--- src/rtl/dtw_traceback.sv ---
// DTW warping-path traceback: stores per-cell predecessor codes from the PE array,
// then walks from (last_t,last_r) back to (0,0) emitting one path point per handshake.
module dtw_traceback #(
    parameter int IDXW = 5,
    parameter int DW   = 16
) (
    input  logic            clk,
    input  logic            rst,
    input  logic            wr_en,
    input  logic [IDXW-1:0] wr_tidx,
    input  logic [IDXW-1:0] wr_ridx,
    input  logic [1:0]      wr_path,
    input  logic [DW-1:0]   wr_dist,
    input  logic            start,
    input  logic [IDXW-1:0] last_t,
    input  logic [IDXW-1:0] last_r,
    output logic            busy,
    output logic            step_valid,
    input  logic            step_ready,
    output logic [IDXW-1:0] step_tidx,
    output logic [IDXW-1:0] step_ridx,
    output logic            done,
    output logic            err,
    output logic [IDXW:0]   warp_len,
    output logic [DW-1:0]   final_dist
);
    localparam int AW = 2 * IDXW;
    localparam logic [1:0] S_IDLE = 2'd0;
    localparam logic [1:0] S_WALK = 2'd1;
    localparam logic [1:0] S_FIN  = 2'd2;
    // Longest monotone path in an NxN grid is 2N-1 points, i.e. all ones at IDXW+1 bits.
    localparam logic [IDXW:0] LEN_MAX = '1;

    logic [1:0] path_mem [0:(2**AW)-1];

    logic [1:0]      state_q, state_d;
    logic [IDXW-1:0] pt_t_q, pt_t_d, pt_r_q, pt_r_d;
    logic [IDXW:0]   len_q, len_d;
    logic            err_q, err_d;
    logic [DW-1:0]   fdist_q, fdist_d, dist_q, dist_d;
    logic [AW-1:0]   lastwr_q, lastwr_d;
    logic            wr_acc;
    logic [1:0]      code;

    assign wr_acc = wr_en && (state_q == S_IDLE);
    assign code   = path_mem[{pt_t_q, pt_r_q}];

    // No reset on the path memory: contents survive reset and start.
    always_ff @(posedge clk) begin
        if (!rst && wr_acc) path_mem[{wr_tidx, wr_ridx}] <= wr_path;
    end

    always_comb begin
        state_d  = state_q;
        pt_t_d   = pt_t_q;
        pt_r_d   = pt_r_q;
        len_d    = len_q;
        err_d    = err_q;
        fdist_d  = fdist_q;
        dist_d   = dist_q;
        lastwr_d = lastwr_q;
        if (wr_acc) begin
            dist_d   = wr_dist;
            lastwr_d = {wr_tidx, wr_ridx};
        end
        case (state_q)
            S_IDLE: begin
                if (start) begin
                    state_d = S_WALK;
                    pt_t_d  = last_t;
                    pt_r_d  = last_r;
                    len_d   = '0;
                    err_d   = 1'b0;
                    fdist_d = (lastwr_q == {last_t, last_r}) ? dist_q : '0;
                end
            end
            S_WALK: begin
                if (step_ready) begin
                    if (len_q != LEN_MAX) len_d = len_q + (IDXW+1)'(1);
                    // Edges of the matrix force the move regardless of the stored code.
                    if (pt_t_q == '0 && pt_r_q == '0) begin
                        state_d = S_FIN;
                    end else if (pt_t_q == '0) begin
                        pt_r_d = pt_r_q - IDXW'(1);
                    end else if (pt_r_q == '0) begin
                        pt_t_d = pt_t_q - IDXW'(1);
                    end else begin
                        case (code)
                            2'b11: begin
                                pt_t_d = pt_t_q - IDXW'(1);
                                pt_r_d = pt_r_q - IDXW'(1);
                            end
                            2'b10: pt_t_d = pt_t_q - IDXW'(1);
                            2'b01: pt_r_d = pt_r_q - IDXW'(1);
                            default: begin
                                state_d = S_FIN;
                                err_d   = 1'b1;
                            end
                        endcase
                    end
                end
            end
            S_FIN:   state_d = S_IDLE;
            default: state_d = S_IDLE;
        endcase
    end

    always_ff @(posedge clk) begin
        if (rst) begin
            state_q  <= S_IDLE;
            pt_t_q   <= '0;
            pt_r_q   <= '0;
            len_q    <= '0;
            err_q    <= 1'b0;
            fdist_q  <= '0;
            dist_q   <= '0;
            lastwr_q <= '0;
        end else begin
            state_q  <= state_d;
            pt_t_q   <= pt_t_d;
            pt_r_q   <= pt_r_d;
            len_q    <= len_d;
            err_q    <= err_d;
            fdist_q  <= fdist_d;
            dist_q   <= dist_d;
            lastwr_q <= lastwr_d;
        end
    end

    assign step_valid = (state_q == S_WALK);
    assign done       = (state_q == S_FIN);
    assign busy       = step_valid || done;
    assign step_tidx  = pt_t_q;
    assign step_ridx  = pt_r_q;
    assign err        = err_q;
    assign warp_len   = len_q;
    assign final_dist = fdist_q;
endmodule
--- config.mk ---
export PLATFORM = sky130hd
export DESIGN_NAME = dtw_traceback
export DESIGN_NICKNAME = d
export VERILOG_FILES = /design/src/rtl/dtw_traceback.sv
export SDC_FILE = /design/constraint.sdc
export NUM_CORES = 2
export LEC_CHECK = 0
export BUFFER_PORTS_ARGS = -buffer_cell sky130_fd_sc_hd__buf_2
export CORE_ASPECT_RATIO = 1.2
export CORE_MARGIN = 3
export CORE_UTILIZATION = 40
export DETAILED_ROUTE_END_ITERATION = 10
export PLACE_DENSITY_LB_ADDON = 0.1
export SLEW_MARGIN = 20
export SYNTH_ARGS = -nofsm -noshare
export SYNTH_HDL_FRONTEND = slang
export SYNTH_SLANG_ARGS = --single-unit
--- constraint.sdc ---
create_clock -name clk -period 3.2 [get_ports clk]
set_input_delay 0.48 -clock clk [delete_from_list [all_inputs] [get_ports clk]]
set_output_delay 0.48 -clock clk [all_outputs]
set_load 0.005 [all_outputs]
==> results.ini <==
[sta]
fin_crit_sh=1.18
final-max-slew-violation-count=0
hold_viol_final=0
grt_setup_unrepaired=true
max_slew_margin=0.274
worst_pin_slew_ps=1090
max_freq_ghz=0.265
worst_slack_setup_final_ps=-577
setup_viol=13
final.setup.tns_ps=-6690
finClkSkew_ps=31.3
finalCriticalPeriod_ps=3780

[pwr]
switching_share=0.295
leakagePower_uw=0.0329
internal_power_uw=53700
power.share.clock=0.323
combinationalPowerShare=0.276
areal_power_density_over_the_cells_mw_per_mm2=730
power_frac_seq=0.402
p_switching_uw=22500
max-vdd-ir-drop_mv=0.694

[clocking]
cts-root-buf=sky130_fd_sc_hd__clkbuf_16
cts-root-to-sink-buffers=3
clock_latency_ps=860
clkTransAtPathRegs_ps=60
tritoncts=yes
cts_buffers=210
cts-htree-levels=4
clock-sinks=2109

[critical_path]
critPathRequiredTime_ps=3920
critical_path_class=flop to flop
critPathArrivalTime_ps=4490
critical_path.max_fanout=8
worstSetupEndpointType=flop
worst_setup_path_start_kind=flop

[detailed_routing]
postRouteWirelength_um=299000
first_pass_iters=5
drc_errors=0
post_drt_via_cell_ratio=5.90
drt_iter0_drc=5975
routedWlPerCell_um=33.9
routed-via-count=52000
antenna_violating_nets_post_route=0

[placed_design]
buffer_ports.inserted=78
place_hpwl_um=186000
gp_congestion=0.849
post_detailed_placement_cell_area_sq_mm=0.0953

[outcome]
failed_checks=setup timing
run_status=finished, violations left

[yosys]
syn_area_sq_mm=0.0877
synth.net_count=5284
synth_flop_cell=sky130_fd_sc_hd__edfxtp_1
netlist_instances=5232
flop_and_latch_count_out_of_synthesis=2109
post_synth_edffs=2048
ys.warnings.count=0
synth-async-reset-ratio=0
yosys.cell_types.count=86
postSynthAreaPerCell_sq_um=16.8
synth.yosys.seq_area_share=0.715

[global_route]
antenna_found_initial=14
first_global_vias=52300
grt_first_pass_wirelength_um=413000
grtUsageTotal=0.263
overflow=0
grt_start_max_net_pins=135

[layout]
final_net_count=5853
fraction_of_final_layout_cells_sized_beyond_drive_strength_1=0.271
fin_area_sq_mm=0.104
syn_to_layout_area_delta_pct=18.8

[job]
cap_violations=0

[floorplan]
die_w_um=434
fp.dieH_um=519
coreArea_sq_mm=0.217
floorplan.io_pins=79
die-area_sq_mm=0.225
std_cell_rows=187
start_util=0.404

[worst_hold_path]
hold_class=input pin to flop

-- cell usage in the layout (no fill, tap or decap), types with 12 or more instances in the layout --
cell	count
sky130_fd_sc_hd__a211oi_1	17
sky130_fd_sc_hd__a21oi_1	80
sky130_fd_sc_hd__a22oi_1	75
sky130_fd_sc_hd__a31oi_1	31
sky130_fd_sc_hd__and2_1	14
sky130_fd_sc_hd__buf_12	132
sky130_fd_sc_hd__buf_2	76
sky130_fd_sc_hd__buf_4	479
sky130_fd_sc_hd__buf_6	34
sky130_fd_sc_hd__buf_8	13
sky130_fd_sc_hd__bufinv_16	19
sky130_fd_sc_hd__clkbuf_1	50
sky130_fd_sc_hd__clkbuf_16	215
sky130_fd_sc_hd__clkinv_1	47
sky130_fd_sc_hd__clkinv_2	37
sky130_fd_sc_hd__dfxtp_1	54
sky130_fd_sc_hd__dlygate4sd3_1	28
sky130_fd_sc_hd__edfxtp_1	2048
sky130_fd_sc_hd__mux2_2	25
sky130_fd_sc_hd__mux2i_1	244
sky130_fd_sc_hd__mux4_1	43
sky130_fd_sc_hd__mux4_2	388
sky130_fd_sc_hd__nand2_1	251
sky130_fd_sc_hd__nand2_2	13
sky130_fd_sc_hd__nand2b_1	16
sky130_fd_sc_hd__nand3_1	26
sky130_fd_sc_hd__nand3_4	12
sky130_fd_sc_hd__nor2_1	1076
sky130_fd_sc_hd__nor3_1	21
sky130_fd_sc_hd__o21ai_0	30
sky130_fd_sc_hd__o21ai_1	12
sky130_fd_sc_hd__o22ai_1	12
sky130_fd_sc_hd__xor2_1	12
-- area by class of cell --
type | count | area (sq um)
fillers | 18500 | 113000
flip-flops and latches | 2109 | 62700
multi-input cells | 2687 | 23100
repair buffers | 781 | 8030
clock buffers | 266 | 5560
well taps | 2835 | 3550
clock inverters | 116 | 1190
inverters | 12 | 51.3
diodes | 9 | 22.5
-- Yosys cell counts (all sizes together) (5+ instances only) --
master / count / area share
a311oi: 9 / 0.00090
o2111ai: 5 / 0.00050
inv: 10 / 0.00043
mux4: 431 / 0.11
o21ai: 51 / 0.0029
mux2: 25 / 0.0032
a22oi: 85 / 0.0073
nand2b: 17 / 0.0012
nor4b: 5 / 0.00057
a32oi: 13 / 0.0013
dfxtp: 61 / 0.014
or2: 6 / 0.00043
o221ai: 10 / 0.0010
clkbuf: 231 / 0.013
nor2: 1082 / 0.046
xor2: 12 / 0.0012
edfxtp: 2048 / 0.70
or3: 7 / 0.00050
a32o: 9 / 0.0010
nand3: 42 / 0.0025
a221oi: 15 / 0.0019
nand3b: 8 / 0.00068
buf: 193 / 0.019
and2: 16 / 0.0012
o31ai: 8 / 0.00068
nand2: 270 / 0.012
a31oi: 38 / 0.0027
a22o: 9 / 0.00090
nor3b: 11 / 0.00094
o22ai: 13 / 0.00093
a2111oi: 7 / 0.00077
nor3: 22 / 0.0013
nand4: 6 / 0.00050
and3: 12 / 0.00087
nor2b: 15 / 0.0011
a21oi: 85 / 0.0048
nor4: 9 / 0.00064
mux2i: 260 / 0.030
ha: 9 / 0.0013
a211oi: 20 / 0.0017
-- worst paths after layout --
| kind | from | to | slack, ps | cells past startpoint |
|---|---|---|---|---|
| max reg2reg | step_ridx[0] | step_tidx[4] | -580 | 18 |
| min reg2reg | dist_q[5] | dist_q[5] | 450 | 2 |
| min | step_ready | state_q[1] | 80 | 3 |
| max | step_ridx[0] | step_tidx[4] | -580 | 18 |
-- stage by stage --
step,worst slack [ps],utilization,instances,hold slack [ps],power [uW]
after floorplan,37.1,-,5232,436,40900
after global placement,-1320,0.439,8323,442,49800
after detailed placement,-1350,0.439,8323,448,49800
after CTS,-535,0.477,8778,6.03,75900
after global routing,-640,0.480,8807,52.7,78300
final,-577,0.480,8815,77.8,76100
-- critical path: stages, from the launching register on --
cell                        delay [ps]
sky130_fd_sc_hd__dfxtp_4           380
sky130_fd_sc_hd__buf_12            160
sky130_fd_sc_hd__buf_16            160
sky130_fd_sc_hd__buf_4             140
sky130_fd_sc_hd__mux4_2            340
sky130_fd_sc_hd__mux2i_4            90
sky130_fd_sc_hd__a32oi_2           250
sky130_fd_sc_hd__buf_4             160
sky130_fd_sc_hd__o21ai_1            80
sky130_fd_sc_hd__buf_4             190
sky130_fd_sc_hd__a2111oi_4         360
sky130_fd_sc_hd__buf_4             190
sky130_fd_sc_hd__o21ai_2            70
sky130_fd_sc_hd__buf_6             150
sky130_fd_sc_hd__a31o_4            240
sky130_fd_sc_hd__or2_4             270
sky130_fd_sc_hd__buf_4             150
sky130_fd_sc_hd__a31oi_4           130
sky130_fd_sc_hd__a21oi_2            70
-- power by group through the flow --
stage	Sequential, uW	Clock (uW)	Combinational, uW
global route	30600	26000	21700
finish	30600	24600	21000
global placement	31200	0	18600
floorplan	31100	0	9880
CTS	30600	25000	20300
detailed placement	31200	0	18600
-- sequential cells by signal, summed over array words and instances, names as in the netlist --
| signal | count |
|---|---|
| final_dist | 16 |
| err | 1 |
| step_ridx | 5 |
| state_q | 2 |
| path_mem | 2048 |
| warp_len | 6 |
| step_tidx | 5 |
| dist_q | 16 |
| lastwr_q | 10 |
-- layer usage --
layer,vias to the layer above,track usage,wire [um]
li1,21500,-,-
met1,27900,0.362,123000
met2,2157,0.431,145000
met3,452,0.0362,20200
met4,2,0.0861,10900
met5,-,0,8
-- cells by family (layout without fill, tap and decap cells) --
kind of cell             after synthesis  count (layout)  synth area share
AO/OA/AOI/OAI                        406             407            0.0326
XOR/XNOR                              12              12           0.00120
adder cells (fa/ha/maj)                9               9           0.00128
buffers and inverters                437            1175            0.0326
flip-flops                          2109            2109             0.715
multiplexers                         716             716             0.146
other                                  0               9                 0
AND/OR/NAND/NOR                     1543            1543            0.0716
-- repair_timing --
item | in CTS | in global routing
hold endpoints to repair | 27 | 0
cloned | 11 | 2
buffers inserted | 39 | 30
resized for setup | 169 | 84
setup endpoints to repair | 13 | 13
pin swaps | 35 | 45
hold buffers | 28 | 0
No activity file was read; power rests on OpenSTA's default activity.
